===== config.mk =====
export PLATFORM = sky130hd
export DESIGN_NAME = alu_uart_ctrl
export DESIGN_NICKNAME = d
export VERILOG_FILES = /design/src/rtl/alu_uart_ctrl.sv
export SDC_FILE = /design/constraint.sdc
export NUM_CORES = 1
export LEC_CHECK = 0
export BUFFER_PORTS_ARGS = -buffer_cell sky130_fd_sc_hd__buf_2
export CORE_MARGIN = 4
export CORE_UTILIZATION = 50
export CTS_CLUSTER_SIZE = 14
export DETAILED_ROUTE_END_ITERATION = 10
export PLACE_DENSITY = 0.79
export SLEW_MARGIN = 20
export SYNTH_ARGS = -nofsm -noshare
export SYNTH_HDL_FRONTEND = slang
export SYNTH_SLANG_ARGS = --single-unit

===== constraint.sdc =====
create_clock -name i_clk -period 3 [get_ports i_clk]
set_input_delay 0.15 -clock i_clk [delete_from_list [all_inputs] [get_ports i_clk]]
set_output_delay 0.15 -clock i_clk [all_outputs]
set_load 0.02 [all_outputs]

===== src/rtl/alu_uart_ctrl.sv =====
// alu_uart_ctrl: collects operand A, operand B and opcode bytes from the
// UART receiver, drives registered ALU inputs, then returns the ALU result
// through the UART transmitter with a start/done handshake.
// Ports: i_clk, i_reset (async, active-high); i_rx_data/i_rx_done from RX;
// i_tx_done from TX; i_alu_result/i_alu_carry/i_alu_zero from the ALU;
// o_alu_a/o_alu_b/o_alu_op to the ALU; o_tx_data/o_tx_start to TX;
// o_busy (not idle), o_rx_drop (received byte discarded).
// Build option: define ALU_UART_FLAGS_EN to append a flag byte
// {zeros, carry, zero} after each result byte.
module alu_uart_ctrl #(
  parameter int NB_DATA = 8,
  parameter int NB_OP   = 6
) (
  input  logic               i_clk,
  input  logic               i_reset,
  input  logic [NB_DATA-1:0] i_rx_data,
  input  logic               i_rx_done,
  input  logic               i_tx_done,
  input  logic [NB_DATA-1:0] i_alu_result,
  input  logic               i_alu_carry,
  input  logic               i_alu_zero,
  output logic [NB_DATA-1:0] o_alu_a,
  output logic [NB_DATA-1:0] o_alu_b,
  output logic [NB_OP-1:0]   o_alu_op,
  output logic [NB_DATA-1:0] o_tx_data,
  output logic               o_tx_start,
  output logic               o_busy,
  output logic               o_rx_drop
);

  typedef enum logic [2:0] {
    WAIT_A   = 3'd0,
    WAIT_B   = 3'd1,
    WAIT_OP  = 3'd2,
    EXEC     = 3'd3,
    SEND_RES = 3'd4,
`ifdef ALU_UART_FLAGS_EN
    WAIT_RES = 3'd5,
    SEND_FLG = 3'd6,
    WAIT_FLG = 3'd7
`else
    WAIT_RES = 3'd5
`endif
  } state_t;

  state_t r_state;
  state_t w_next;
  logic   w_rx_accept;

  logic [NB_DATA-1:0] r_alu_a;
  logic [NB_DATA-1:0] r_alu_b;
  logic [NB_OP-1:0]   r_alu_op;
  logic [NB_DATA-1:0] r_tx_data;
  logic               r_busy;
  logic               r_rx_drop;

`ifdef ALU_UART_FLAGS_EN
  logic [1:0] r_flags;
`else
  logic w_unused_flags;
  assign w_unused_flags = i_alu_carry ^ i_alu_zero;
`endif

  always_comb begin
    w_next      = r_state;
    w_rx_accept = 1'b0;
    unique case (r_state)
      WAIT_A: begin
        w_rx_accept = i_rx_done;
        if (i_rx_done) w_next = WAIT_B;
      end
      WAIT_B: begin
        w_rx_accept = i_rx_done;
        if (i_rx_done) w_next = WAIT_OP;
      end
      WAIT_OP: begin
        w_rx_accept = i_rx_done;
        if (i_rx_done) w_next = EXEC;
      end
      EXEC:     w_next = SEND_RES;
      SEND_RES: w_next = WAIT_RES;
      WAIT_RES: begin
`ifdef ALU_UART_FLAGS_EN
        if (i_tx_done) w_next = SEND_FLG;
`else
        if (i_tx_done) w_next = WAIT_A;
`endif
      end
`ifdef ALU_UART_FLAGS_EN
      SEND_FLG: w_next = WAIT_FLG;
      WAIT_FLG: if (i_tx_done) w_next = WAIT_A;
`endif
      default:  w_next = WAIT_A;
    endcase
  end

  always_ff @(posedge i_clk or posedge i_reset) begin
    if (i_reset) begin
      r_state   <= WAIT_A;
      r_alu_a   <= '0;
      r_alu_b   <= '0;
      r_alu_op  <= '0;
      r_tx_data <= '0;
      r_busy    <= 1'b0;
      r_rx_drop <= 1'b0;
`ifdef ALU_UART_FLAGS_EN
      r_flags   <= 2'b00;
`endif
    end else begin
      r_state   <= w_next;
      r_busy    <= (w_next != WAIT_A);
      r_rx_drop <= i_rx_done && !w_rx_accept;
      if (w_rx_accept && r_state == WAIT_A)
        r_alu_a <= i_rx_data;
      if (w_rx_accept && r_state == WAIT_B)
        r_alu_b <= i_rx_data;
      if (w_rx_accept && r_state == WAIT_OP)
        r_alu_op <= i_rx_data[NB_OP-1:0];
      if (r_state == EXEC) begin
        r_tx_data <= i_alu_result;
`ifdef ALU_UART_FLAGS_EN
        r_flags   <= {i_alu_carry, i_alu_zero};
`endif
      end
`ifdef ALU_UART_FLAGS_EN
      // Load the flag byte on entry so it is already stable while
      // the start pulse is high in SEND_FLG.
      if (r_state == WAIT_RES && i_tx_done)
        r_tx_data <= {{(NB_DATA-2){1'b0}}, r_flags};
`endif
    end
  end

  assign o_alu_a    = r_alu_a;
  assign o_alu_b    = r_alu_b;
  assign o_alu_op   = r_alu_op;
  assign o_tx_data  = r_tx_data;
  assign o_busy     = r_busy;
  assign o_rx_drop  = r_rx_drop;
`ifdef ALU_UART_FLAGS_EN
  assign o_tx_start = (r_state == SEND_RES) || (r_state == SEND_FLG);
`else
  assign o_tx_start = (r_state == SEND_RES);
`endif

endmodule


### Word level (Yosys, flattened, before mapping)

Cells that the tools add are included.
Widths: inputs -> output; s select.

| word-level totals | value |
|---|---|
| output and inout bits | 33 |
| input bits | 22 |
| register bits | 35 |
| logic and storage cells | 26 |

| cells by class | value |
|---|---|
| mux-type cells | 6 |
| equal/unequal tests | 5 |
| reduce and logical (&&, ||, !) cells | 8 |

Operator list:

| kind | number |
|---|---|
| $pmux 3 s6 | 1 |
| $mux 3 | 4 |
| $eq 3x2->1 const B | 2 |
| $eq 3x3->1 const B | 2 |
| $logic_and 1x1->1 | 4 |
| $eq 3x1->1 const B | 1 |
| $logic_not 3->1 | 1 |
| $reduce_bool 3->1 | 1 |
| $reduce_or 3->1 | 1 |
| $logic_not 1->1 | 1 |
| $mux 1 | 1 |

### Depth between registers and ports, before layout

Gate-level depths: netlist of the first run.

| logic depth | value |
|---|---|
| depth in word-level cells | 5 |
| gate-level depth with buffers | 3 |
| mapped depth without buffers | 2 |

### Worst setup path before layout of the first run

OpenSTA, ideal clock, no wires.

| timing | value |
|---|---|
| kind | register to register |
| from | register r_state[1] |
| to | register r_alu_a[0], in the netlist o_alu_a[0] |
| arrival | 1.343 ns |
| path buffers | 1 |
| data required time | 2.875 ns |
| slack | 1.532 ns |
| cell stages (with the launch flop) | 4 |
| period minus slack after synthesis | 1.468 ns |
| library setup time | 0.125 ns |
| cell sequence | dfrtp_1 > buf_6 > nor4b_4 > mux2_2 |

| between the ends | value |
|---|---|
| longest elaborated chain between the ends | 4 |
| elaborated cells between the ends (all ways) | 6 |
| those cells by class | eq/ne: 2; mux: 1; reduce/logical: 3 |

Ends and longest elaborated chain:

| item | RTL line | text |
|---|---|---|
| from (decl) | 46 | `state_t r_state;` |
| from (signal assigned) | 110 | `r_state <= w_next;` |
| $eq 3x1->1, or another cell as far along | 67 | `unique case (r_state)` |
| $reduce_or 3->1 (no source line) | -- |  |
| $mux 1 | 67 |  |
| $logic_and 1x1->1 * | 113 | `if (w_rx_accept && r_state == WAIT_A)` |
| to (signal assigned) | 114 | `r_alu_a <= i_rx_data;` |
| to (decl) | 50 | `logic [NB_DATA-1:0] r_alu_a;` |

Mark *: on every way between the ends. The rest lies on a longest branch, timed or not.
A chain may end at the register's enable or synchronous reset.

### Final worst setup path of the first run

| timing | value |
|---|---|
| from | register r_state[1] |
| to | register r_alu_a[6], in the netlist o_alu_a[6] |

Same word-level chain as after synthesis.

==> results of run 1 <==
==> critical path: cells and delay by family (launching register included) <==
kind             cells  cell delay (ps)
multiplexers         1              400
flip-flops           1              540
AND/OR/NAND/NOR      1              610
==> final timing paths <==
check,from,endpoint
worst max-delay path,r_state[1],o_alu_a[6]
worst min-delay path,i_reset,o_rx_drop
worst max register to register,r_state[1],o_alu_a[6]
worst min register to register,o_alu_op[2],o_alu_op[2]
max in group asynchronous,i_reset,o_alu_op[5]
min in group i_clk,i_alu_result[1],o_tx_data[1]
==> power groups by stage <==
stage | combinational (mW) | clock (mW) | sequential, mW
after global routing | 1.04 | 0.280 | 0.919
final | 0.970 | 0.257 | 0.884
after CTS | 0.987 | 0.262 | 0.885
after floorplan | 0.462 | 0 | 1.11
after global placement | 0.954 | 0 | 0.871
after detailed placement | 0.982 | 0 | 0.893
==> flip-flops by register name (all words and copies together) (netlist names) <==
name and cells:
o_alu_op 6, o_tx_data 8, o_alu_a 8, o_alu_b 8
r_state 3, o_rx_drop 1, o_busy 1
==> routing by layer <==
metal / share of wire, % / up-vias / GRT usage, %
li1: - / 438 / -
met3: 4.3 / 5 / 4.82
met1: 40 / 455 / 19.9
met5: 0 / - / 0
met2: 54 / 21 / 29.9
met4: 1.4 / 0 / 6.50
==> placed cells by master, fill, tap and decap left out, drive strengths merged <==
master / Yosys / final
nor4: 1 / 1
inv: 2 / 2
o21ai: 1 / 1
buf: 5 / 54
nand3b: 2 / 2
mux2: 30 / 30
or2b: 1 / 1
nor2b: 1 / 1
dfrtp: 35 / 35
nor3b: 3 / 3
a21oi: 3 / 3
nor4b: 2 / 2
clkbuf: 0 / 6
a21o: 1 / 1
nor4bb: 1 / 1
clkinv: 0 / 1
and4bb: 1 / 1
or4: 1 / 1
==> cell families after synthesis <==
group	synth area share, %
compound gates	1.95
mux	24.0
buf+inv	3.19
simple gates	8.79
flops	62.1
==> per-stage QoR <==
step / total power [mW] / instances / hold slack, ps / worst slack (ps) / area, um2
2_1_floorplan: 1.57 / 90 / 288 / 1530 / 1410
3_3_place_gp: 1.83 / 169 / 370 / 1320 / 1690
3_5_place_dp: 1.87 / 169 / 378 / 1340 / 1690
4_1_cts: 2.13 / 176 / 13.2 / 1330 / 1740
5_1_grt: 2.24 / 176 / 44.1 / 1240 / 1740
6_report: 2.11 / 176 / -8.37 / 1330 / 1740
==> area by class of cell <==
type                    count  area share [%]
clock buffers               6            2.95
clock inverters             1           0.287
inverters                   2           0.431
multi-input cells          48            28.1
flip-flops and latches     35            50.3
well taps                  30            2.16
repair buffers             54            15.8
==> run summary, run 1 <==
The largest net degree at the start of global routing is 25. The die is around 61 um wide. The placeable core area is 0.00259 mm2. STA classifies the critical path endpoint as a flip-flop. The switching share of power came out at between 40% and 50%. The fraction of the core area covered by cells at the end of the flow came out at around two thirds. The worst clock skew is 9.80 ps. The Yosys warning count is 0. The area growth from synthesis to final layout is 23.5%. The fill cell instance count of the final layout is 205. The HPWL reported at the end of detailed placement came out at between 2000 and 2500 um. The count of distinct cell types in the synthesized netlist came out at 19. The tree is rooted in a clkbuf_4.

The relative slew slack is around 41%. Static timing analysis puts the maximum clock frequency at approximately 600 MHz. The post-detailed-route count of antenna-violating nets is 0. The sequential group share of total power came out at a little over two fifths. The number of detailed-route iterations in the first pass is 3.

The worst-case reg-to-reg path depth is 2. The largest single stage delay on the critical path is around 610 ps. Yosys attributes the largest share of cell area to dfrtp_1, mux2_2, nor4b_4. In the final timing run, aggregate negative setup slack is 0 ps.

In the post-synthesis netlist, the cell with the most instances is dfrtp_1. The post-cts resize count came out at 0. The top cell type by area accounts for 62.1% of the synthesized area.

The transition time of the tightest slew-check pin came out at around 890 ps. The synthesis-stage register bit count came out at 35. The floorplan has 18 rows. The checks that failed: hold timing.

The routed design has roughly 2900 um of wire. The initial detailed-routing violation count came out at 16. The number of max-slew violations in the final report is 0. The share of total power dissipated in combinational logic is a little under half. The cell type with the largest total area after synthesis is dfrtp_1. The power density normalized to cell area came out at roughly 1200 mW/mm2. In this run the count of I/O pins placed on the die edge is 55. The starting density of the core is around 54%. The critical path required time is between 3000 and 4000 ps. The synthesized area divided by synthesized cell count came out at 15.7 um2. The total CTS buffers came out at 5. The post-route DRC violation count came out at 0. The part of the total power dissipated in the clock network is between 10% and 20%.

Ranked by instance count, the synthesized netlist is headed by dfrtp_1, mux2_2, a21oi_1, buf_2, nor3b_1. Among all flip-flop cells after synthesis, the most frequent one is dfrtp_1. Yosys mapped a number of flops with a built-in enable equal to 0. The setup-violating endpoint count in the final report is 0. Setup repair after global routing left no endpoint under its margin. The number of antenna violations at the first check in global routing is 0. The via count of the first global-routing pass came out at between 1000 and 1500. The min-delay analysis places its worst path in the category input pin to asynchronous set/reset pin. The post-synthesis cell area came out at between 0.001 and 0.0015 mm2. The cell-internal power came out at about 1.3 mW. The cell count after synthesis came out at 90.

The overall via count from detail_route is approximately 900. The worst path needs between 1500 and 2000 ps of the cycle, external delays included. The share of final-layout standard cells stronger than drive strength 1 came out at about 64%. The kind of start point of the critical path is a flip-flop. The maximum fanout encountered on the critical timing path is 12. The largest vdd supply drop is approximately 0.00077 V. The number of buffers inserted by post-CTS setup repair is 0. The cts-stage hold buffer count is 0.

The power dissipated by switching net loads came out at approximately 0.85 mW. STA puts the critical path data arrival time at around 1900 ps. The number of buffers added on ports came out at between 50 and 60. The class of the most critical setup path is flip-flop to flip-flop. The level count of the clock H-tree is 2.

The proportion of register bits with asynchronous set or reset after synthesis came out at 100%. For this design, the slowest cell found on the critical path is nor4b_4. TritonCTS built the clock tree. The minimum setup slack among reg-to-reg paths came out at roughly 1300 ps. The routability congestion estimate from global placement is about 0.66.

The clock transition time at the flip-flop clock pins of the worst setup and hold paths is between 100 and 150 ps. The period utilization is between 50% and 60%. The number of nets in the layout is 168. The leakage power is 0.843 nW. The chip height is between 60 and 70 um. The all-layer global routing usage is between 10% and 20%. Counting every net in the synthesized netlist gives 112. The worst-case hold slack is -8.37 ps. The final antenna diode count came out at 0.

The sequential fraction of the synthesis area came out at roughly 62%. The final-report hold violation count is 13. The ratio of routed vias to standard cells is 5.22. The total die area came out at roughly 0.0037 mm2. The deepest clock path buffer count is 2.

The run finished, with violations left. The critical path goes through nor4b_4 > mux2_2. The clock reaches the later pin of the worst-skew pair after ~330 ps. The tree built by TritonCTS fans out to 35 sinks.

Summing all flip-flop and latch instances after layout gives approximately 880 um2. The wire length of the first global-routing pass is about 4600 um. Dividing the detail-routed wire length by the instance count gives ~16 um. The max capacitance violation total came out at 0.

The area of the multi-input gates came out at around 490 um2. The final global-route overflow total came out at 0.
(Power assumes the default switching activity.)
==> run 2: changes to the inputs <==
--- a/config.mk
+++ b/config.mk
@@ -7,10 +7,10 @@
 export LEC_CHECK = 0
 export BUFFER_PORTS_ARGS = -buffer_cell sky130_fd_sc_hd__buf_2
 export CORE_MARGIN = 4
-export CORE_UTILIZATION = 50
+export CORE_UTILIZATION = 43
 export CTS_CLUSTER_SIZE = 14
 export DETAILED_ROUTE_END_ITERATION = 10
-export PLACE_DENSITY = 0.79
+export PLACE_DENSITY = 0.72
 export SLEW_MARGIN = 20
 export SYNTH_ARGS = -nofsm -noshare
 export SYNTH_HDL_FRONTEND = slang
==> constraint.sdc (replaced) <==
create_clock -name i_clk -period 1.4 [get_ports i_clk]
set_input_delay 0.07 -clock i_clk [delete_from_list [all_inputs] [get_ports i_clk]]
set_output_delay 0.07 -clock i_clk [all_outputs]
set_load 0.02 [all_outputs]
==> run summary, run 2 (synthesis results as in run 1) <==
The final reports fail on setup timing. The final critical path takes up 102% of the cycle. The number of detailed-route iterations in the first pass came out at 4.

STA classifies the critical path endpoint as a flip-flop. Leaving out fill and tap cells, the most frequent cell in the layout is buf_2. The via count of the first global-routing pass came out at around 1100.

Of all nets on the critical path, the largest fanout is 6. Setup repair after global routing could not meet its margin everywhere. The setup path with the least slack is of type flip-flop to flip-flop. The final-report hold violation count came out at 0.

Dividing the detail-routed wire length by the instance count gives roughly 16 um. The endpoint arrival time on the critical path is 1620 ps. Summing all placed instances gives a cell area of between 0.0015 and 0.002 mm2.

After clock tree synthesis, the clock-pin slew on the worst setup and hold paths is 100 ps. The area of the multi-input gates came out at slightly below 600 um2. The instance count after placement with tap cells included is between 150 and 200. The initial detailed-routing violation count came out at 28. The leakage power came out at roughly 1.0 nW. The cell count of the worst hold path is 2. The power density normalized to cell area came out at 2480 mW/mm2. The count of cells in the finished layout, fillers not included, comes to 216. The placeable core area is ~0.0031 mm2. After routing the design area is approximately 0.0021 mm2. The post-detailed-route count of antenna-violating nets is 0.

The number of nets in the layout is 193. The transition time of the tightest slew-check pin came out at roughly 430 ps. The worst-case reg-to-reg path depth came out at 3. In the layout the commonest cells are buf_2, dfrtp_1, dlygate4sd3_1. The chip height came out at roughly 65 um. Using the TritonRoute via totals, the vias-per-cell ratio works out to 4.94. Compared with the post-synthesis result, the final layout area differs by 51.7%. The relative slew slack came out at between 70% and 80%. TritonCTS built the clock tree. The detailed router placed roughly 1100 vias in this run. The critical path ends at r_state[0]. The total die area is between 0.004 and 0.005 mm2. The worst setup path is launched from a flip-flop. The setup-violating endpoint count in the final report came out at 9. The HPWL reported at the end of detailed placement is about 2100 um. The startpoint identified for the worst hold timing path is i_rx_done.

The clock sink count came out at 35. The tree is rooted in a clkbuf_4. The critical path required time came out at 1590 ps.

The total CTS buffers is 5. The starting density of the core is a little under half. The share of final-layout standard cells stronger than drive strength 1 came out at between 60% and 70%. The clock latency of the later-clocked register in the worst-skew pair came out at 320 ps. After routing, the total negative slack on setup checks comes to -115 ps. The final global-route overflow total came out at 0. The first global-routing pass estimated between 5000 and 6000 um of wire.

The classification of the worst-slack hold path is input pin to flip-flop. On the final layout, the worst hold slack is just over 60 ps. The post-detailed-routing wire length came out at around 3400 um. The time the final worst path needs with I/O delays and setup came out at ~1400 ps.

The all-layer global routing usage is roughly 17%. Before CTS, the worst setup slack after placement is -17.5 ps. The largest vdd supply drop came out at around 0.0012 V. The number of antenna violations at the first check in global routing came out at 0. In this run the critical register-to-register path is captured at r_state[0]. The sequential cells in the finished layout cover a total of 880 um2.

The least setup slack across all paths after layout came out at -27.8 ps. The number of max-slew violations in the final report is 0. The die is 65.3 um wide. Derived from the worst setup path, the maximum achievable clock frequency is approximately 700 MHz. The worst register-to-register path begins at r_state[0]. The final antenna diode count came out at 0.

The fill cell instance count of the final layout came out at ~230. The critical path starts at r_state[0]. The minimum setup slack among reg-to-reg paths came out at -30 ps.

Between clock sinks in the finished design, the worst skew comes to 3.50 ps. The post-route DRC violation count came out at 0. The routability congestion estimate from global placement came out at 0.671.

Max-cap violations in this run came to 0. The largest net degree at the start of global routing is 36. The clock passes through at most 2 buffers. In this run the tool buffered the top-level ports with between 50 and 60 buffer cells.

The level count of the clock H-tree came out at 2. The run finished, with violations left. The row count came out at 20. In this run the count of I/O pins placed on the die edge is 55.
-- run 2: cell types whose count changed in the layout (fill, tap and decap cells not counted), moves of 3 or more --
cell	previous run	this run
dfrtp_2	0	3
buf_6	0	6
mux2_2	30	16
dlygate4sd3_1	0	17
dfrtp_1	35	32
mux2_4	0	14
buf_4	2	5
-- run 2: worst min-delay path by stage --
stage | endpoint | slack, ps
after floorplan | o_rx_drop | 210
after global placement | o_tx_data[4] | 180
after detailed placement | o_tx_data[5] | 190
after CTS | o_rx_drop | 30
after global routing | o_rx_drop | 50
final | o_rx_drop | 60
-- run 2: metrics by stage --
| stage | utilization, % | power [mW] |
|---|---|---|
| 4_1_cts | 66.1 | 5.05 |
| 6_report | 69.0 | 5.31 |
| 3_5_place_dp | 56.1 | 4.11 |
| 2_1_floorplan | - | 3.36 |
| 5_1_grt | 69.0 | 5.63 |
| 3_3_place_gp | 56.1 | 4.02 |
-- run 2: critical path: stages, from the launching register on --
cell	delay (ps)
dfrtp_2	480
buf_6	160
nor4b_1	140
or4_1	520
-- run 2: metal layers --
metal,global-route usage [%],wire (um),up-vias
li1,-,-,488
met1,18.6,1310,541
met2,30.3,1910,29
met3,4.96,113,10
met4,7.25,97,0
met5,0,0,-
-- run 2: repair_timing --
item	4_1_cts	5_1_grt
hold buffers	17	0
setup endpoints to repair	25	32
setup buffers	3	0
pin swaps	2	4
gates resized for setup	9	21
hold endpoints to repair	65	0
-- run 2: layout make-up --
type / instances / area share (%)
repair buffers: 79 / 24.8
multi-input cells: 48 / 27.1
flip-flops and latches: 35 / 41.1
well taps: 44 / 2.57
inverters: 2 / 0.351
clock buffers: 6 / 2.40
clock inverters: 2 / 1.64
-- run 2: where the power goes --
| part | internal, mW | switching [mW] |
|---|---|---|
| Clock | 0.422 | 0.318 |
| Sequential | 1.53 | 0.326 |
| Combinational | 1.35 | 1.37 |
| Total | 3.30 | 2.01 |
==> run 3: changes to the inputs <==
==> constraint.sdc (replaced) <==
create_clock -name i_clk -period 1.4 [get_ports i_clk]
set_input_delay 0.42 -clock i_clk [delete_from_list [all_inputs] [get_ports i_clk]]
set_output_delay 0.42 -clock i_clk [all_outputs]
set_load 0.02 [all_outputs]
==> run summary, run 3 (synthesis results as in run 1) <==
The flow ran to the end, but the final reports show violations. The final reports fail on setup timing. Clock-pin slew was measured on the worst setup and hold paths at approximately 100 ps. The initial detailed-routing violation count is 50. On the critical path the largest part of the delay comes from flip-flops.

The via count of the first global-routing pass came out at 1070. Across the VDD grid, the largest voltage drop is approximately 0.0012 V. The number of buffers and inverters on the critical path is 1. Measured against its own limit, the worst slew margin works out to 80.7%. The cts-stage hold buffer count is 0.

The worst setup path is launched from a flip-flop. Setup repair after global routing could not meet its margin everywhere. The longest individual stage delay on the worst path came out at 420 ps.

The die is 65.3 um tall. The instance count after placement with tap cells included came out at 190. The type of destination of the critical path is an output port. The critical path is of the flip-flop to output port type. The number of detailed-route iterations in the first pass is 4. Measured in cells, the most critical reg-to-reg path has a length of 4. The average routed wire per standard cell is 15.1 um. The transition time of the tightest slew-check pin is ~290 ps. The critical path required time is a little under 1000 ps. In the final design database the tool counted 180 nets. The number of antenna violations at the first check in global routing came out at 0. The post-detailed-routing wire length came out at approximately 3100 um. The largest net degree at the start of global routing came out at 36.

The signal on the critical path passes through nor3b_2 > buf_4. The setup-violating endpoint count in the final report came out at 24. The wire length of the first global-routing pass came out at just under 5000 um.

The deepest clock path buffer count came out at 2. The classification of the worst-slack hold path is input pin to asynchronous set/reset pin. Global routing finished with a remaining overflow of 0. The all-layer global routing usage came out at approximately 15%. The level count of the clock H-tree came out at 2. The final-report hold violation count came out at 0. Among all stages on the critical path, the largest delay is contributed by dfrtp_2. The TritonCTS clock tree is yes. The worst register-to-register path has a setup slack of -120 ps. The time the final worst path needs with I/O delays and setup is approximately 1600 ps. In this run the remaining antenna-violating nets after routing total 0. The max capacitance violation total is 0. The beginning of the worst register-to-register path is r_state[2].

The endpoint arrival time on the critical path is approximately 1100 ps. In the routed design, unresolved DRC markers number 0. The ratio of routed vias to standard cells is between 4 and 5. At the end of routability-driven placement, the weighted congestion stood at ~0.74.

The overall via count from detail_route is 972. The HPWL reported at the end of detailed placement is 2200 um. In the final layout, the share of cells above drive strength 1 is between 70 and 80%. The maximum fanout encountered on the critical timing path is 2.

The final non-filler cell total is 203. The cell chosen for the clock root is clkbuf_4. The total die area came out at ~0.0043 mm2. The fill cell instance count of the final layout is 252. From left edge to right edge, the die measures 65.3 um. Based on the critical path, the design can be clocked at up to between 600 and 700 MHz. During I/O placement, the number of pins put on the boundary was 55. The number of buffers added on ports is 52. Buffers inserted during clock tree synthesis total 5. For the worst-skew pair, the clock arrives at the later sink with an insertion delay of around 320 ps. The period utilization came out at 112%. The least setup slack across all paths after layout is -164 ps. The summed negative setup slack over all endpoints came out at -2130 ps.

The leakage power is 1.00 nW. Leaving out fill and tap cells, the most frequent cells in the layout are buf_2, dfrtp_1, mux2_4. Leaving out fill and tap cells, the most frequent cell in the layout is buf_2.

Once the floorplan was initialized, standard cells occupied a little under half of the core. The power density normalized to cell area came out at 2600 mW/mm2. The final antenna diode count is 0. The capturing point of the worst reg2reg path is o_alu_a[6].

The row count came out at 20. The area growth from synthesis to final layout came out at 42.0%. The placeable core area is between 0.003 and 0.004 mm2. The number of max-slew violations in the final report came out at 0. Counting every sink on the clock net gives 35.

The worst clock skew is 5.32 ps.
-- run 3: cell count changes in the layout (fill, tap and decap cells not counted), sizes merged --
| cell | change |
|---|---|
| clkinvlp | +1 |
| clkbuf | +1 |
| clkinv | -1 |
| bufinv | -1 |
| dlygate4sd3 | -17 |
| buf | +4 |
-- run 3: worst max-delay path by stage --
stage | slack (ps) | startpoint | endpoint | cells after the start
CTS | -180 | r_state[0] | o_tx_start | 2
finish | -160 | r_state[0] | o_tx_start | 2
floorplan | -70 | r_state[1] | o_alu_a[0] | 3
detailed placement | -100 | i_rx_done | o_alu_op[3] | 4
global placement | -60 | i_rx_done | o_alu_op[5] | 4
global route | -220 | r_state[1] | o_tx_start | 2
-- run 3: metal layers --
metal	vias up	routed length [um]	track usage (%)
li1	458	-	-
met1	485	1270	18.0
met2	24	1610	26.9
met3	5	144	4.44
met4	0	41	5.44
met5	-	0	0
-- run 3: timing repair --
action                     4_1_cts  5_1_grt
setup endpoints to repair       32       24
pin swaps                        5        2
resized for setup               24        8
setup buffers                    5        0
-- run 3: report_power, final --
part	switching, mW	internal [mW]
registers	0.264	1.53
clock network	0.329	0.294
logic	1.38	1.41
-- run 3: tightest hold or removal path, stage by stage --
cell and delay [ps]:
buf_2 90, inv_1 80, buf_12 210
-- run 3: per-stage QoR --
step                      hold slack [ps]  util [%]  cell area, um2  power, mW  setup slack (ps)
after detailed placement              479      57.1            1770       4.16             -99.7
after global routing                  106      64.5            2000       5.51              -218
after CTS                             105      63.5            1970       5.16              -184
after global placement                477      57.1            1770       4.05             -61.8
final                                 111      64.5            2000       5.21              -164
after floorplan                       558         -            1420       3.38             -70.2
-- run 3: layout make-up --
type	instances	area [um2]	area share, %
Clock buffer	7	65.1	3.25
Clock inverter	1	7.51	0.375
Inverter	2	7.51	0.375
Multi-Input combinational cell	48	596	29.7
Sequential cell	35	880	43.9
Tap cell	44	55.1	2.75
Timing Repair Buffer	66	392	19.6
